$ cat config.mk
export PLATFORM = sky130hd
export DESIGN_NAME = lane_accumulator
export DESIGN_NICKNAME = d
export VERILOG_FILES = /design/src/rtl/lane_accumulator.sv
export SDC_FILE = /design/constraint.sdc
export NUM_CORES = 1
export LEC_CHECK = 0
export ABC_AREA = 1
export ABC_CLOCK_PERIOD_IN_PS = 2600
export BUFFER_PORTS_ARGS = -buffer_cell sky130_fd_sc_hd__buf_2
export CAP_MARGIN = 15
export CORE_MARGIN = 5
export CORE_UTILIZATION = 40
export CTS_CLUSTER_SIZE = 16
export DETAILED_ROUTE_END_ITERATION = 6
export SETUP_SLACK_MARGIN = 0.15
export SYNTH_ARGS = -nofsm -noshare
export SYNTH_HDL_FRONTEND = slang
export SYNTH_SLANG_ARGS = --single-unit
$ cat constraint.sdc
create_clock -name clk -period 2.6 [get_ports clk]
set_input_delay 0.26 -clock clk [delete_from_list [all_inputs] [get_ports clk]]
set_output_delay 0.26 -clock clk [all_outputs]
set_load 0.1 [all_outputs]
$ cat src/rtl/lane_accumulator.sv
`default_nettype none
// ============================================================================
// Module   : lane_accumulator
// Purpose  : Two-stage add/accumulate pipeline. Stage 1 adds the two
//            lane-masked operands plus the negate carry-in. Stage 2 either
//            passes that sum through (SUM), adds it into a running
//            accumulator (ACC), or clears the accumulator (CLR).
//            Valid/ready handshakes are used on both the input and output sides.
// Options  : ACC_SATURATE_EN - when defined, ACC results that overflow as
//            signed values clamp to the signed limits and set a sticky sat
//            flag. When undefined, ACC wraps modulo 2^32 and sat is tied to 0.
// Revision : 1.0 - initial release
// ============================================================================
module lane_accumulator (
    input  logic        clk,
    input  logic        rst,
    input  logic        in_valid,
    output logic        in_ready,
    input  logic [31:0] y1,
    input  logic [31:0] y2,
    input  logic        neg,
    input  logic [1:0]  acc_op,
    output logic        out_valid,
    input  logic        out_ready,
    output logic [31:0] result,
    output logic        carry,
    output logic        ovf,
    output logic        zero,
    output logic        sat
);

    localparam logic [1:0] c_OP_ACC = 2'b01;
    localparam logic [1:0] c_OP_CLR = 2'b10;

    // Stage 1 registers
    logic        r_s1_valid;
    logic [31:0] r_s1_sum;
    logic        r_s1_c;
    logic        r_s1_ovf;
    logic [1:0]  r_s1_op;

    // Stage 2 registers (these drive the outputs)
    logic        r_s2_valid;
    logic [31:0] r_acc;
    logic [31:0] r_result;
    logic        r_carry;
    logic        r_ovf;
    logic        r_zero;

    // Handshake and datapath wires
    logic        w_advance;
    logic        w_s1_load;
    logic        w_s2_take;
    logic [32:0] w_s1_sum33;
    logic        w_s1_ovf;
    logic [32:0] w_acc_sum33;
    logic        w_acc_ovf;
    logic [31:0] w_acc_val;
    logic [31:0] w_nxt_result;
    logic        w_nxt_carry;
    logic        w_nxt_ovf;
    logic [31:0] w_nxt_acc;

    // Stage 2 may take a new entry whenever it is empty or its output is
    // being consumed. Stage 1 may load whenever it is empty or it is itself
    // about to move into stage 2.
    assign w_advance = !r_s2_valid || out_ready;
    assign w_s1_load = !r_s1_valid || w_advance;
    assign w_s2_take = w_advance && r_s1_valid;
    assign in_ready  = w_s1_load;

    // Stage 1 add: same-sign operands that produce a differently-signed sum
    // have overflowed. The carry-in cannot change that rule.
    assign w_s1_sum33 = {1'b0, y1} + {1'b0, y2} + {32'd0, neg};
    assign w_s1_ovf   = (y1[31] == y2[31]) && (w_s1_sum33[31] != y1[31]);

    // Stage 1 register: captures an offered operand pair whenever it can load.
    always_ff @(posedge clk) begin
        if (rst) begin
            r_s1_valid <= 1'b0;
            r_s1_sum   <= 32'd0;
            r_s1_c     <= 1'b0;
            r_s1_ovf   <= 1'b0;
            r_s1_op    <= 2'b00;
        end else if (w_s1_load) begin
            r_s1_valid <= in_valid;
            if (in_valid) begin
                r_s1_sum <= w_s1_sum33[31:0];
                r_s1_c   <= w_s1_sum33[32];
                r_s1_ovf <= w_s1_ovf;
                r_s1_op  <= acc_op;
            end
        end
    end

    // Accumulate add. The accumulator register is always current for the
    // entry in stage 1 because it is written only on transfer into stage 2,
    // so back-to-back ACC operations need no bubble.
    assign w_acc_sum33 = {1'b0, r_acc} + {1'b0, r_s1_sum};
    assign w_acc_ovf   = (r_acc[31] == r_s1_sum[31]) && (w_acc_sum33[31] != r_acc[31]);

`ifdef ACC_SATURATE_EN
    logic r_sat;
    logic w_nxt_sat;

    // Clamp toward the sign of the operands: a negative accumulator can only
    // overflow downward, and a positive one can only overflow upward.
    always_comb begin
        w_acc_val = w_acc_sum33[31:0];
        if (w_acc_ovf) begin
            w_acc_val = r_acc[31] ? 32'h8000_0000 : 32'h7FFF_FFFF;
        end
    end

    // Sticky saturation: set by a clamping ACC, cleared only by CLR.
    always_comb begin
        w_nxt_sat = r_sat;
        if (r_s1_op == c_OP_ACC) begin
            w_nxt_sat = r_sat | w_acc_ovf;
        end else if (r_s1_op == c_OP_CLR) begin
            w_nxt_sat = 1'b0;
        end
    end

    // Sat flag register: updated together with the rest of stage 2.
    always_ff @(posedge clk) begin
        if (rst) begin
            r_sat <= 1'b0;
        end else if (w_s2_take) begin
            r_sat <= w_nxt_sat;
        end
    end

    assign sat = r_sat;
`else
    assign w_acc_val = w_acc_sum33[31:0];
    assign sat       = 1'b0;
`endif

    // Stage 2 operation select. The reserved encoding behaves as SUM.
    always_comb begin
        w_nxt_result = r_s1_sum;
        w_nxt_carry  = r_s1_c;
        w_nxt_ovf    = r_s1_ovf;
        w_nxt_acc    = r_acc;
        case (r_s1_op)
            c_OP_ACC: begin
                w_nxt_result = w_acc_val;
                w_nxt_carry  = w_acc_sum33[32];
                w_nxt_ovf    = w_acc_ovf;
                w_nxt_acc    = w_acc_val;
            end
            c_OP_CLR: begin
                w_nxt_result = 32'd0;
                w_nxt_carry  = 1'b0;
                w_nxt_ovf    = 1'b0;
                w_nxt_acc    = 32'd0;
            end
            default: begin
                w_nxt_result = r_s1_sum;
            end
        endcase
    end

    // Stage 2 register: the outputs hold while stalled. When stage 2 drains
    // without a replacement, valid drops and the old result is left in place.
    always_ff @(posedge clk) begin
        if (rst) begin
            r_s2_valid <= 1'b0;
            r_acc      <= 32'd0;
            r_result   <= 32'd0;
            r_carry    <= 1'b0;
            r_ovf      <= 1'b0;
            r_zero     <= 1'b1;
        end else if (w_advance) begin
            r_s2_valid <= r_s1_valid;
            if (r_s1_valid) begin
                r_acc    <= w_nxt_acc;
                r_result <= w_nxt_result;
                r_carry  <= w_nxt_carry;
                r_ovf    <= w_nxt_ovf;
                r_zero   <= (w_nxt_result == 32'd0);
            end
        end
    end

    assign out_valid = r_s2_valid;
    assign result    = r_result;
    assign carry     = r_carry;
    assign ovf       = r_ovf;
    assign zero      = r_zero;

endmodule
`default_nettype wire

After elaboration in Yosys (flattened, before gate mapping)
Cells that the tools add are included.
Widths: inputs -> output; s select.
{"block": "totals", "reg_bits": 105, "latch_bits": 0, "ramBits": 0, "romBits": 0, "input_bits": 71, "output_inout_bits": 38, "elab_cells": 35, "mem_count": 0}
{"block": "op_classes", "addsub": 3, "n_mul": 0, "div": 0, "n_lt_le_gt_ge": 0, "n_eq_ne": 6, "n_shift": 0, "muxes": 4, "n_bitwise": 0, "reduce_logical": 11}
{"operator": "$pmux 32 s2", "n": 2}
{"operator": "$add 32x32->33", "n": 2}
{"operator": "$add 33x1->33", "n": 1}
{"operator": "$logic_not 32->1", "n": 1}
{"operator": "$pmux 1 s2", "n": 2}
{"operator": "$reduce_and 2->1", "n": 2}
{"operator": "$reduce_and 3->1", "n": 1}
{"operator": "$eq 1x1->1", "n": 2}
{"operator": "$eq 2x1->1 const B", "n": 1}
{"operator": "$eq 2x2->1 const B", "n": 1}
{"operator": "$logic_and 1x1->1", "n": 2}
{"operator": "$logic_not 1->1", "n": 2}
{"operator": "$logic_or 1x1->1", "n": 2}
{"operator": "$ne 1x1->1", "n": 2}
{"operator": "$reduce_bool 2->1", "n": 1}

Longest topological paths before layout
Gate-level depths: netlist of the first run.
{"block": "depth", "ltp_word": 4, "ltp_mapped": 20, "mapped_depth_nobuf": 20}

Least setup slack after synthesis of the first run
Ideal clock, no wire load.
{"block": "synth_timing", "path_kind": "register -> register", "from": "reg r_s2_valid, in the netlist out_valid", "to": "reg r_s1_ovf", "setup_time_ns": 0.070, "arrival_time_ns": 3.046, "t_required_ns": 2.530, "slack_ns": -0.516, "stages_incl_launch_ff": 7, "path_buffers": 2, "period_less_slack_ns": 3.116, "cell_sequence": "dfxtp_1 nand3_1 nand2_1 clkbuf_1 clkbuf_1 nand2_1 a21oi_1"}
{"block": "synth_between", "elab_chain_len": 4}
{"item": "from (decl)", "line": "43", "text": "logic r_s2_valid;"}
{"item": "from (signal assigned)", "line": "176", "text": "r_s2_valid <= r_s1_valid;"}
{"item": "$logic_not 1->1", "line": "67", "text": "assign w_advance = !r_s2_valid || out_ready;"}
{"item": "$logic_or 1x1->1", "line": "67"}
{"item": "$logic_or 1x1->1", "line": "68", "text": "assign w_s1_load = !r_s1_valid || w_advance;"}
{"item": "net in_ready", "line": "18", "text": "output logic in_ready,"}
{"item": "$reduce_and 2->1 (no source line)"}
{"item": "to (signal assigned)", "line": "90", "text": "r_s1_ovf <= w_s1_ovf;"}
{"item": "to (decl)", "line": "39", "text": "logic r_s1_ovf;"}
The timed path passes the listed nets, and every way through them passes these cells.
A chain may end at the register's enable or synchronous reset.

Worst setup path after layout of the first run
{"block": "layout_timing", "from": "reg r_s1_sum[2]", "to": "reg r_zero, in the netlist zero"}
{"block": "layout_between", "elab_chain_len": 3}
{"item": "from (decl)", "line": "37", "text": "logic [31:0] r_s1_sum;"}
{"item": "from (signal assigned)", "line": "88", "text": "r_s1_sum <= w_s1_sum33[31:0];"}
{"item": "$add 32x32->33", "line": "99", "text": "assign w_acc_sum33 = {1'b0, r_acc} + {1'b0, r_s1_sum};"}
{"item": "$pmux 32 s2 (*)", "line": "146", "text": "case (r_s1_op)"}
{"item": "$logic_not 32->1 (*)", "line": "182", "text": "r_zero <= (w_nxt_result == 32'd0);"}
{"item": "to (signal assigned)", "line": "182"}
{"item": "to (decl)", "line": "48", "text": "logic r_zero;"}
Mark *: on every way between the ends. The rest lies on a longest branch, timed or not.

==> qor.txt, run 1 <==
Clock Pin Slew Worst Setup and Hold Paths: 80 ps
global route total overflow: 0
Post-Syn Instances: 1466
hold depth: 3
Pwr Density: 474 nW/um2
reg2reg setup slack: 270 ps
ANT nets after route: 0
Core ar.: 21800 um2
Final Hold Fails: 0
gr usage total: 22.0%
Hold EP: r_s1_op[0]
vias in the first global route: 8859
Worst-Margin Slew: 856 ps
WP data arrival: 2630 ps
Synth Cell Area: 8780 um2
GP Congestion: 0.916
crit-path max FO: 8
I/O pins: 109
DRC viols: 0
Crit Path Class: reg2reg
Ys Warns: 0
Synth-to-Final Area Change: 14.9%
reg-to-reg critical path endpoint: zero
leading area contributor after synthesis: dfxtp_1
cts bufs inserted: 9
H-tree depth: 3
fin area: 10100 um2
Critical Path Max Stage Delay: 370 ps
number of DRC markers in iteration 0: 669
Clock Path Buffers: 2
min-delay worst type: in2reg
Placed Cells: 1836
Async SR Flop Fraction: 0%
root buffer cell: clkbuf_16
sequential area share after synthesis: 23.9%
via count: 9300
HPWL reported at the end of detailed placement: 21800 um
Mapped Nets: 1605
CP max stage cell: dfxtp_2
clock latency on the worst-skew pair: 360 ps
Syn Area/Cell: 5.99 um2
first drt pass iteration count: 5
worst vdd ir: 0.237 mV
Max Cap Viol: 0
max_slew headroom: 43.0%
share of the synthesized area in the top cell type: 23.9%
port bufs: 107
CP endpoint kind: flip-flop
Post-Layout Cell Count: 1853
first-pass GRT wire length: 44100 um
top_reg_cell synth: dfxtp_1
Setup Skew: 13.6 ps
diode count: 0
Setup crit start kind: flip-flop
Clock Sinks: 105
final wirelength: 27400 um
final setup fails: 0
Vias/cell: 5.02
period utilization: 89.6%
width of the die: 158 um
largest net degree at the start of global routing: 72
min-delay src: acc_op[0]
Min Hold Slack: 204 ps
Die ar.: 25000 um2
fmax: 429 MHz
Post-DP Area: 9710 um2
minimum clock period: 2330 ps
status: complete, no violations
Worst EP required: 2900 ps
starting density of the core: 40.4%
CTS tree: done
R2R Path Start: r_s1_sum[2]
worst reg2reg path depth: 15
Final Power: 4.78 mW
row count: 54
post-synthesis sequential element count: 105
Die H: 158 um
final setup TNS: 0 ps
most frequent CP cell: nand2_1
CP cell instances: ha_2, a21oi_2, nand2_1, nand2_1, nand2_1, nand2_1, nand2_2, nor2_1, nand3b_1, nand2_1, nor2_1, nand3_1, nor2_1, nand3_1, nand2_1
share of layout cells above drive strength 1: 14.4%
post-synth cell types: 53
initial antenna violation count: 0
Post-synth EDFFs: 0
Routed WL per cell: 14.8 um
ranking of synthesized cells by area: dfxtp_1, nand2_1, inv_1
leakage power: 5.44 nW
RSZ-0062 raised after global routing: yes
Final nets: 1707
max-slew violations: 0
-- cell families after synthesis --
kind of cell | share of synthesized area, %
fa+ha+maj | 9.94
other cells | 0.0427
flops | 23.9
simple gates | 36.9
compound gates | 14.9
buf+inv | 12.5
xor+xnor | 1.79
-- report_power, final --
part	total (mW)	internal, mW	switching (mW)
sequential	1.82	1.72	0.104
combinational	1.59	0.480	1.11
clock	1.38	0.676	0.700
total	4.78	2.87	1.91
-- metrics by stage --
stage | utilization, % | setup WS, ps
after floorplan | - | 472
after detailed placement | 44.6 | 69.5
final | 46.4 | 270
after global placement | 44.6 | 91.1
after CTS | 46.0 | 151
after global routing | 46.4 | 111
-- sequential cells by signal, indices dropped and copies added (netlist names) --
register,flops
r_s1_sum,32
ovf,1
r_s1_ovf,1
out_valid,1
r_s1_c,1
zero,1
r_s1_op,2
result,32
r_acc,32
carry,1
r_s1_valid,1
-- cell type report --
type	instances	area, um2
multi-input cells	1073	5690
flip-flops and latches	105	2110
clock buffers	10	229
clock inverters	6	62.6
well taps	280	350
repair buffers	131	728
fillers	2380	11700
inverters	248	931
-- synthesized netlist by cell type (2+ instances only) --
cell type,instances
nand4_1,11
nand2_1,393
nor2_1,163
xnor2_1,3
o21ai_1,3
xor2_1,15
inv_2,9
nand2_2,21
o211ai_1,20
nor2_2,9
nor3_2,3
inv_1,238
nand3_1,115
or2_0,2
a21oi_1,110
o21ai_0,63
ha_1,65
nor2_4,2
o221ai_1,3
o21a_1,2
or2_1,2
nand3_2,5
a21o_1,5
nor3_1,8
nand3b_1,15
a221oi_1,2
clkbuf_1,32
a21oi_2,3
o21bai_1,9
buf_2,5
fa_1,3
dfxtp_1,105
buf_4,2
-- critical path, delay by kind of cell, from the launching register on --
family	cells	cell delay, ps
AND/OR/NAND/NOR	13	1390
flip-flops	1	370
AO/OA/AOI/OAI	1	170
adder cells (fa/ha/maj)	1	330
-- how the worst max path moves through the flow --
stage	from	endpoint	slack, ps	cells past startpoint
after floorplan	r_s1_sum[0]	zero	470	20
after global placement	y1[0]	r_s1_sum[28]	90	13
after detailed placement	y1[0]	r_s1_sum[28]	70	13
after CTS	r_s1_sum[0]	zero	150	18
after global routing	r_s1_sum[17]	result[26]	110	15
final	r_s1_sum[2]	zero	270	15
-- routing by layer --
layer	GRT usage, %	routed length, um	vias up
met5	0	0	-
li1	-	-	4870
met3	2.57	1560	50
met2	35.2	11800	268
met4	6.62	743	0
met1	31.1	13300	4112
-- repair_timing --
action | CTS | global route
endpoints found under the setup margin | 1 | 9
buffers inserted | 0 | 1
hold endpoints to repair | 0 | 0
cloned | 0 | 0
resized for setup | 2 | 21
pin swaps | 0 | 3
hold buffers | 0 | 0
-- cell usage in the layout, fill, tap and decap left out, types with 5 or more instances in the layout --
master     Yosys  layout
a21o_1         5       5
a21oi_1      110     106
a21oi_2        3       7
buf_2          5     107
buf_4          2      23
clkbuf_16      0       9
dfxtp_1      105     100
dfxtp_2        0       5
ha_1          65      57
ha_2           0       5
inv_1        238     237
inv_2          9      10
nand2_1      393     393
nand2_2       21      21
nand3_1      115     112
nand3_2        5       7
nand3b_1      15      15
nand4_1       11      11
nor2_1       163     160
nor2_2         9      12
nor3_1         8       8
o211ai_1      20      20
o21ai_0       63      63
o21bai_1       9       9
xor2_1        15      15
Power figures use the tool's default switching activity.
==> run 2, diff against run 1 <==
PLACE_DENSITY = 0.59   (was unset)
==> qor.txt, run 2 (synthesis gave the netlist of run 1 again) <==
status: complete, no violations
width of the die: 158 um (unchanged)
Final Power: 4.80 mW (+0.47%)
minimum clock period: 2320 ps (-7.50 ps)
root buffer cell: clkbuf_16
Hold EP: r_s1_op[1]
most frequent CP cell: nor2_1
Routed WL per cell: 14.9 um (+0.45%)
CP max stage cell: fa_2
Placed Cells: 1834 (-0.11%)
first drt pass iteration count: 5 (unchanged)
min-delay src: acc_op[1]
Vias/cell: 4.99 (-0.60%)
hold depth: 3 (unchanged)
Worst Setup SP: r_s1_sum[0]
RSZ-0062 raised after global routing: no
CP cell instances: ha_4, inv_1, fa_2, nor3_1, nor2_1, nand3_1, nor2_1, nand2_1, nor2_1, nand3_1, nor2_1, nand3_1, nor2_1, nand3_1, nand2_1
Crit Path Class: reg2reg
Clock Sinks: 105 (unchanged)
row count: 54 (unchanged)
global route total overflow: 0 (unchanged)
HPWL reported at the end of detailed placement: 21800 um (-0.37%)
cts-stage hold buffer count: 0 (unchanged)
register area: 2120 um2 (+0.47%)
final setup TNS: 0 ps (unchanged)
fin area: 10300 um2 (+1.6%)
commonest non-fill, non-tap cell in the layout: nand2_1
Core ar.: 21800 um2 (unchanged)
initial antenna violation count: 0 (unchanged)
gr usage total: 21.9% (-0.069 points)
I/O pins: 109 (unchanged)
final wirelength: 27500 um (+0.45%)
Critical Path Max Stage Delay: 580 ps (+210 ps)
worst path bufs/invs: 1 (+1)
clock latency on the worst-skew pair: 360 ps (about the same)
ANT nets after route: 0 (unchanged)
commonest non-fill, non-tap cells in the layout: nand2_1, inv_1, nor2_1, nand3_1, buf_2
final setup fails: 0 (unchanged)
WP data arrival: 2620 ps (about the same)
Worst EP required: 2900 ps (about the same)
CTS tree: done
reg-to-reg critical path endpoint: zero
Setup crit start kind: flip-flop
leakage power: 5.45 nW (+0.11%)
vias in the first global route: 8691 (-1.9%)
Clock Path Buffers: 2 (unchanged)
crit-path max FO: 2 (-6)
cts bufs inserted: 9 (unchanged)
Pwr Density: 468 nW/um2 (-1.1%)
GP Congestion: 0.934 (+1.9%)
worst reg2reg path depth: 15 (unchanged)
WP depth: 15 (unchanged)
Worst-Margin Slew: 774 ps (-81.2 ps)
Max Cap Viol: 0 (unchanged)
Setup Skew: 13.1 ps (-0.504 ps)
fmax: 431 MHz (+0.32%)
fill count: 2314 (-2.8%)
period utilization: 89.3% (-0.29 points)
max-slew violations: 0 (unchanged)
Die ar.: 25000 um2 (unchanged)
Post-Layout Cell Count: 1853 (unchanged)
Clock Pin Slew Worst Setup and Hold Paths: 80 ps (about the same)
multi-input logic area: 5820 um2 (+2.4%)
number of DRC markers in iteration 0: 672 (+0.45%)
R2R Path Start: r_s1_sum[0]
CP top delay family: simple AND/OR/NAND/NOR gates
H-tree depth: 3 (unchanged)
CP endpoint kind: flip-flop
reg2reg setup slack: 280 ps (about the same)
first-pass GRT wire length: 43900 um (-0.50%)
via count: 9244 (-0.60%)
Die H: 158 um (unchanged)
Final nets: 1708 (+0.059%)
largest net degree at the start of global routing: 73 (+1.4%)
diode count: 0 (unchanged)
max_slew headroom: 48.3% (+5.3 points)
share of layout cells above drive strength 1: 16.8% (+2.4 points)
Synth-to-Final Area Change: 16.8%
min-delay worst type: in2reg
worst vdd ir: 0.254 mV (+7.2%)
DRC viols: 0 (unchanged)
port bufs: 107 (unchanged)
starting density of the core: 40.4% (unchanged)
Final Hold Fails: 0 (unchanged)
Post-DP Area: 9710 um2 (about the same)
-- run 2: changes by cell type in the layout (fill, tap and decap cells not counted), moves of 2 or more --
cell | previous run | this run
ha_2 | 5 | 9
nand2_4 | 0 | 2
nand3_1 | 112 | 110
dfxtp_2 | 5 | 13
ha_1 | 57 | 50
nand2_2 | 21 | 27
nor2_1 | 160 | 151
dfxtp_1 | 100 | 92
a21oi_2 | 7 | 10
ha_4 | 3 | 6
nand2_1 | 393 | 385
nor2_2 | 12 | 20
a21oi_1 | 106 | 103
-- run 2: per-layer routing --
| layer | share of wire [%] | global-route usage [%] |
|---|---|---|
| met1 | 49 | 31.5 |
| met2 | 44 | 35.0 |
| met3 | 4.9 | 2.38 |
| met4 | 1.8 | 5.81 |
| met5 | 0 | 0 |
-- run 2: tightest hold or removal path, cell delays in order --
cell	delay [ps]
buf_2	80
o21ai_0	70
a21oi_1	110
-- run 2: through the flow --
stage / utilization (%) / hold slack, ps / setup WS (ps)
finish: 47.1 / 199 / 277
global route: 47.1 / 211 / 73.9
CTS: 46.0 / 190 / 159
detailed placement: 44.6 / 462 / 89.3
global placement: 44.6 / 457 / 125
floorplan: - / 446 / 472
-- run 2: repair_timing --
item,CTS,global route
pin swaps,0,15
resized for setup,2,67
setup buffers,0,4
endpoints found under the setup margin,1,11
gates cloned,0,0
-- run 2: worst max-delay path by stage --
stage | end | slack, ps
3_5_place_dp | r_s1_sum[28] | 90
6_report | zero | 280
2_1_floorplan | zero | 470
3_3_place_gp | r_s1_sum[28] | 120
4_1_cts | zero | 160
5_1_grt | zero | 70
-- run 2: cell type report --
cell class | count | share of cell area [%]
Sequential cell | 105 | 20.7
Multi-Input combinational cell | 1073 | 56.7
Clock buffer | 9 | 2.20
Inverter | 248 | 9.10
Timing Repair Buffer | 132 | 7.29
Tap cell | 280 | 3.42
Clock inverter | 6 | 0.610
-- run 2: power by group --
group          total, mW  internal (mW)  switching (mW)
combinational       1.61          0.493            1.11
sequential          1.83           1.72           0.107
clock               1.37          0.672           0.701
total               4.80           2.88            1.92
==> run 3, diff against run 2 <==
CTS_BUF_LIST = sky130_fd_sc_hd__clkbuf_8   (was unset)
==> qor.txt, run 3 (synthesis gave the netlist of run 1 again) <==
Comb power frac: 35.8% (+2.4 points)
Clock Pin Slew Worst Setup and Hold Paths: 130 ps (+50 ps)
clock network power share: 23.3% (-5.3 points)
crit-path max FO: 2 (unchanged)
Crit Path Class: reg2reg
min-delay src: out_ready
RSZ-0062 raised after global routing: no
Routed WL per cell: 14.8 um (-0.49%)
min-delay worst type: in2reg
CTS tree: done
Pwr Density: 441 nW/um2 (-5.9%)
HPWL reported at the end of detailed placement: 21800 um (unchanged)
initial antenna violation count: 0 (unchanged)
starting density of the core: 40.4% (unchanged)
Internal: 2.58 mW (-10%)
diode count: 0 (unchanged)
Setup crit start kind: flip-flop
largest net degree at the start of global routing: 73 (unchanged)
gr usage total: 22.0% (+0.040 points)
reg2reg setup slack: 290 ps (about the same)
Clock Path Buffers: 2 (unchanged)
Final nets: 1708 (unchanged)
Setup Skew: 21.1 ps (+7.98 ps)
Final Hold Fails: 0 (unchanged)
DRC viols: 0 (unchanged)
final wirelength: 27400 um (-0.49%)
worst reg2reg path depth: 15 (unchanged)
worst vdd ir: 0.219 mV (-14%)
Max Cap Viol: 0 (unchanged)
hold depth: 4 (+1)
max-slew violations: 0 (unchanged)
Seq pwr share: 40.9% (+2.9 points)
via count: 9179 (-0.70%)
number of DRC markers in iteration 0: 646 (-3.9%)
reg-to-reg critical path endpoint: zero
Synth-to-Final Area Change: 15.4%
first-pass GRT wire length: 43900 um (unchanged)
Vias/cell: 4.95 (-0.70%)
switching power of the nets: 1.89 mW (-1.7%)
status: complete, no violations
Worst EP required: 2940 ps (+40 ps)
commonest non-fill, non-tap cells in the layout: nand2_1, inv_1, nor2_1, nand3_1, buf_2
first drt pass iteration count: 5 (unchanged)
width of the die: 158 um (unchanged)
clock latency on the worst-skew pair: 400 ps (+40 ps)
root buffer cell: clkbuf_8
global route total overflow: 0 (unchanged)
WP data arrival: 2650 ps (+30 ps)
ANT nets after route: 0 (unchanged)
Hold EP: r_s1_valid
period utilization: 89.0% (-0.31 points)
Die H: 158 um (unchanged)
port bufs: 107 (unchanged)
R2R Path Start: r_s1_sum[0]
Post-Layout Cell Count: 1853 (unchanged)
commonest non-fill, non-tap cell in the layout: nand2_1
row count: 54 (unchanged)
minimum clock period: 2310 ps (-7.97 ps)
final setup TNS: 0 ps (unchanged)
leakage power: 5.40 nW (-0.93%)
share of layout cells above drive strength 1: 16.7% (-0.19 points)
final setup fails: 0 (unchanged)
fmax: 432 MHz (+0.34%)
H-tree depth: 3 (unchanged)
Die ar.: 25000 um2 (unchanged)
cts-stage hold buffer count: 0 (unchanged)
CP endpoint kind: flip-flop
GP Congestion: 0.934 (unchanged)
I/O pins: 109 (unchanged)
Clock Sinks: 105 (unchanged)
Sw Ratio: 42.2% (+2.2 points)
vias in the first global route: 8667 (-0.28%)
max_slew headroom: 48.8% (+0.50 points)
cts bufs inserted: 9 (unchanged)
Worst-Margin Slew: 767 ps (-7.42 ps)
Placed Cells: 1834 (unchanged)
Core ar.: 21800 um2 (unchanged)
-- run 3: cell type report --
| cell class | instances | area [um2] |
|---|---|---|
| clock buffers | 9 | 124 |
| clock inverters | 6 | 62.6 |
| fillers | 2345 | 11600 |
| inverters | 248 | 933 |
| multi-input cells | 1073 | 5790 |
| flip-flops and latches | 105 | 2130 |
| well taps | 280 | 350 |
| repair buffers | 132 | 748 |
-- run 3: what timing repair did --
item,in CTS,in global routing
pin swaps,0,12
endpoints found under the setup margin,1,9
setup buffers,0,4
resized for setup,3,63
-- run 3: routing by layer --
layer / vias to the layer above / wire (um) / track usage (%)
met2: 214 / 12000 / 35.1
li1: 4874 / - / -
met1: 4064 / 13700 / 31.4
met4: 0 / 473 / 5.56
met3: 27 / 1250 / 2.68
met5: - / 0 / 0
-- run 3: worst max-delay path, stage by stage, from the launching register on --
cell and delay, ps:
dfxtp_2 380, ha_4 140, inv_2 40, fa_2 550
nor3_1 50, nor2_1 150, nand3_1 90, nor2_1 140
nand2_1 70, nor2_1 110, nand3_1 90, nor2_1 120
nand3_1 80, nor2_1 80, nand3_1 70, nand2_1 60
-- run 3: per-stage QoR --
stage | hold slack [ps] | total power, mW | area (um2) | setup slack (ps) | utilization, %
after floorplan | 446 | 2.98 | 8800 | 472 | -
after global placement | 457 | 3.40 | 9710 | 125 | 44.6
after detailed placement | 462 | 3.41 | 9710 | 89.3 | 44.6
after CTS | 135 | 4.45 | 9900 | 163 | 45.5
after global routing | 154 | 4.75 | 10100 | 95.2 | 46.6
final | 147 | 4.47 | 10100 | 285 | 46.6
-- run 3: power groups by stage --
stage | registers [mW] | clock network, mW | logic, mW
6_report | 1.83 | 1.04 | 1.60
2_1_floorplan | 2.09 | 0 | 0.882
4_1_cts | 1.81 | 1.06 | 1.57
5_1_grt | 1.84 | 1.14 | 1.78
3_3_place_gp | 1.85 | 0 | 1.56
3_5_place_dp | 1.85 | 0 | 1.56
-- run 3: how the worst max path moves through the flow --
stage | from | endpoint | cells past startpoint
after floorplan | r_s1_sum[0] | zero | 20
after global placement | y1[0] | r_s1_sum[28] | 13
after detailed placement | y1[0] | r_s1_sum[28] | 13
after CTS | r_s1_sum[0] | zero | 18
after global routing | r_s1_sum[1] | zero | 14
final | r_s1_sum[0] | zero | 15
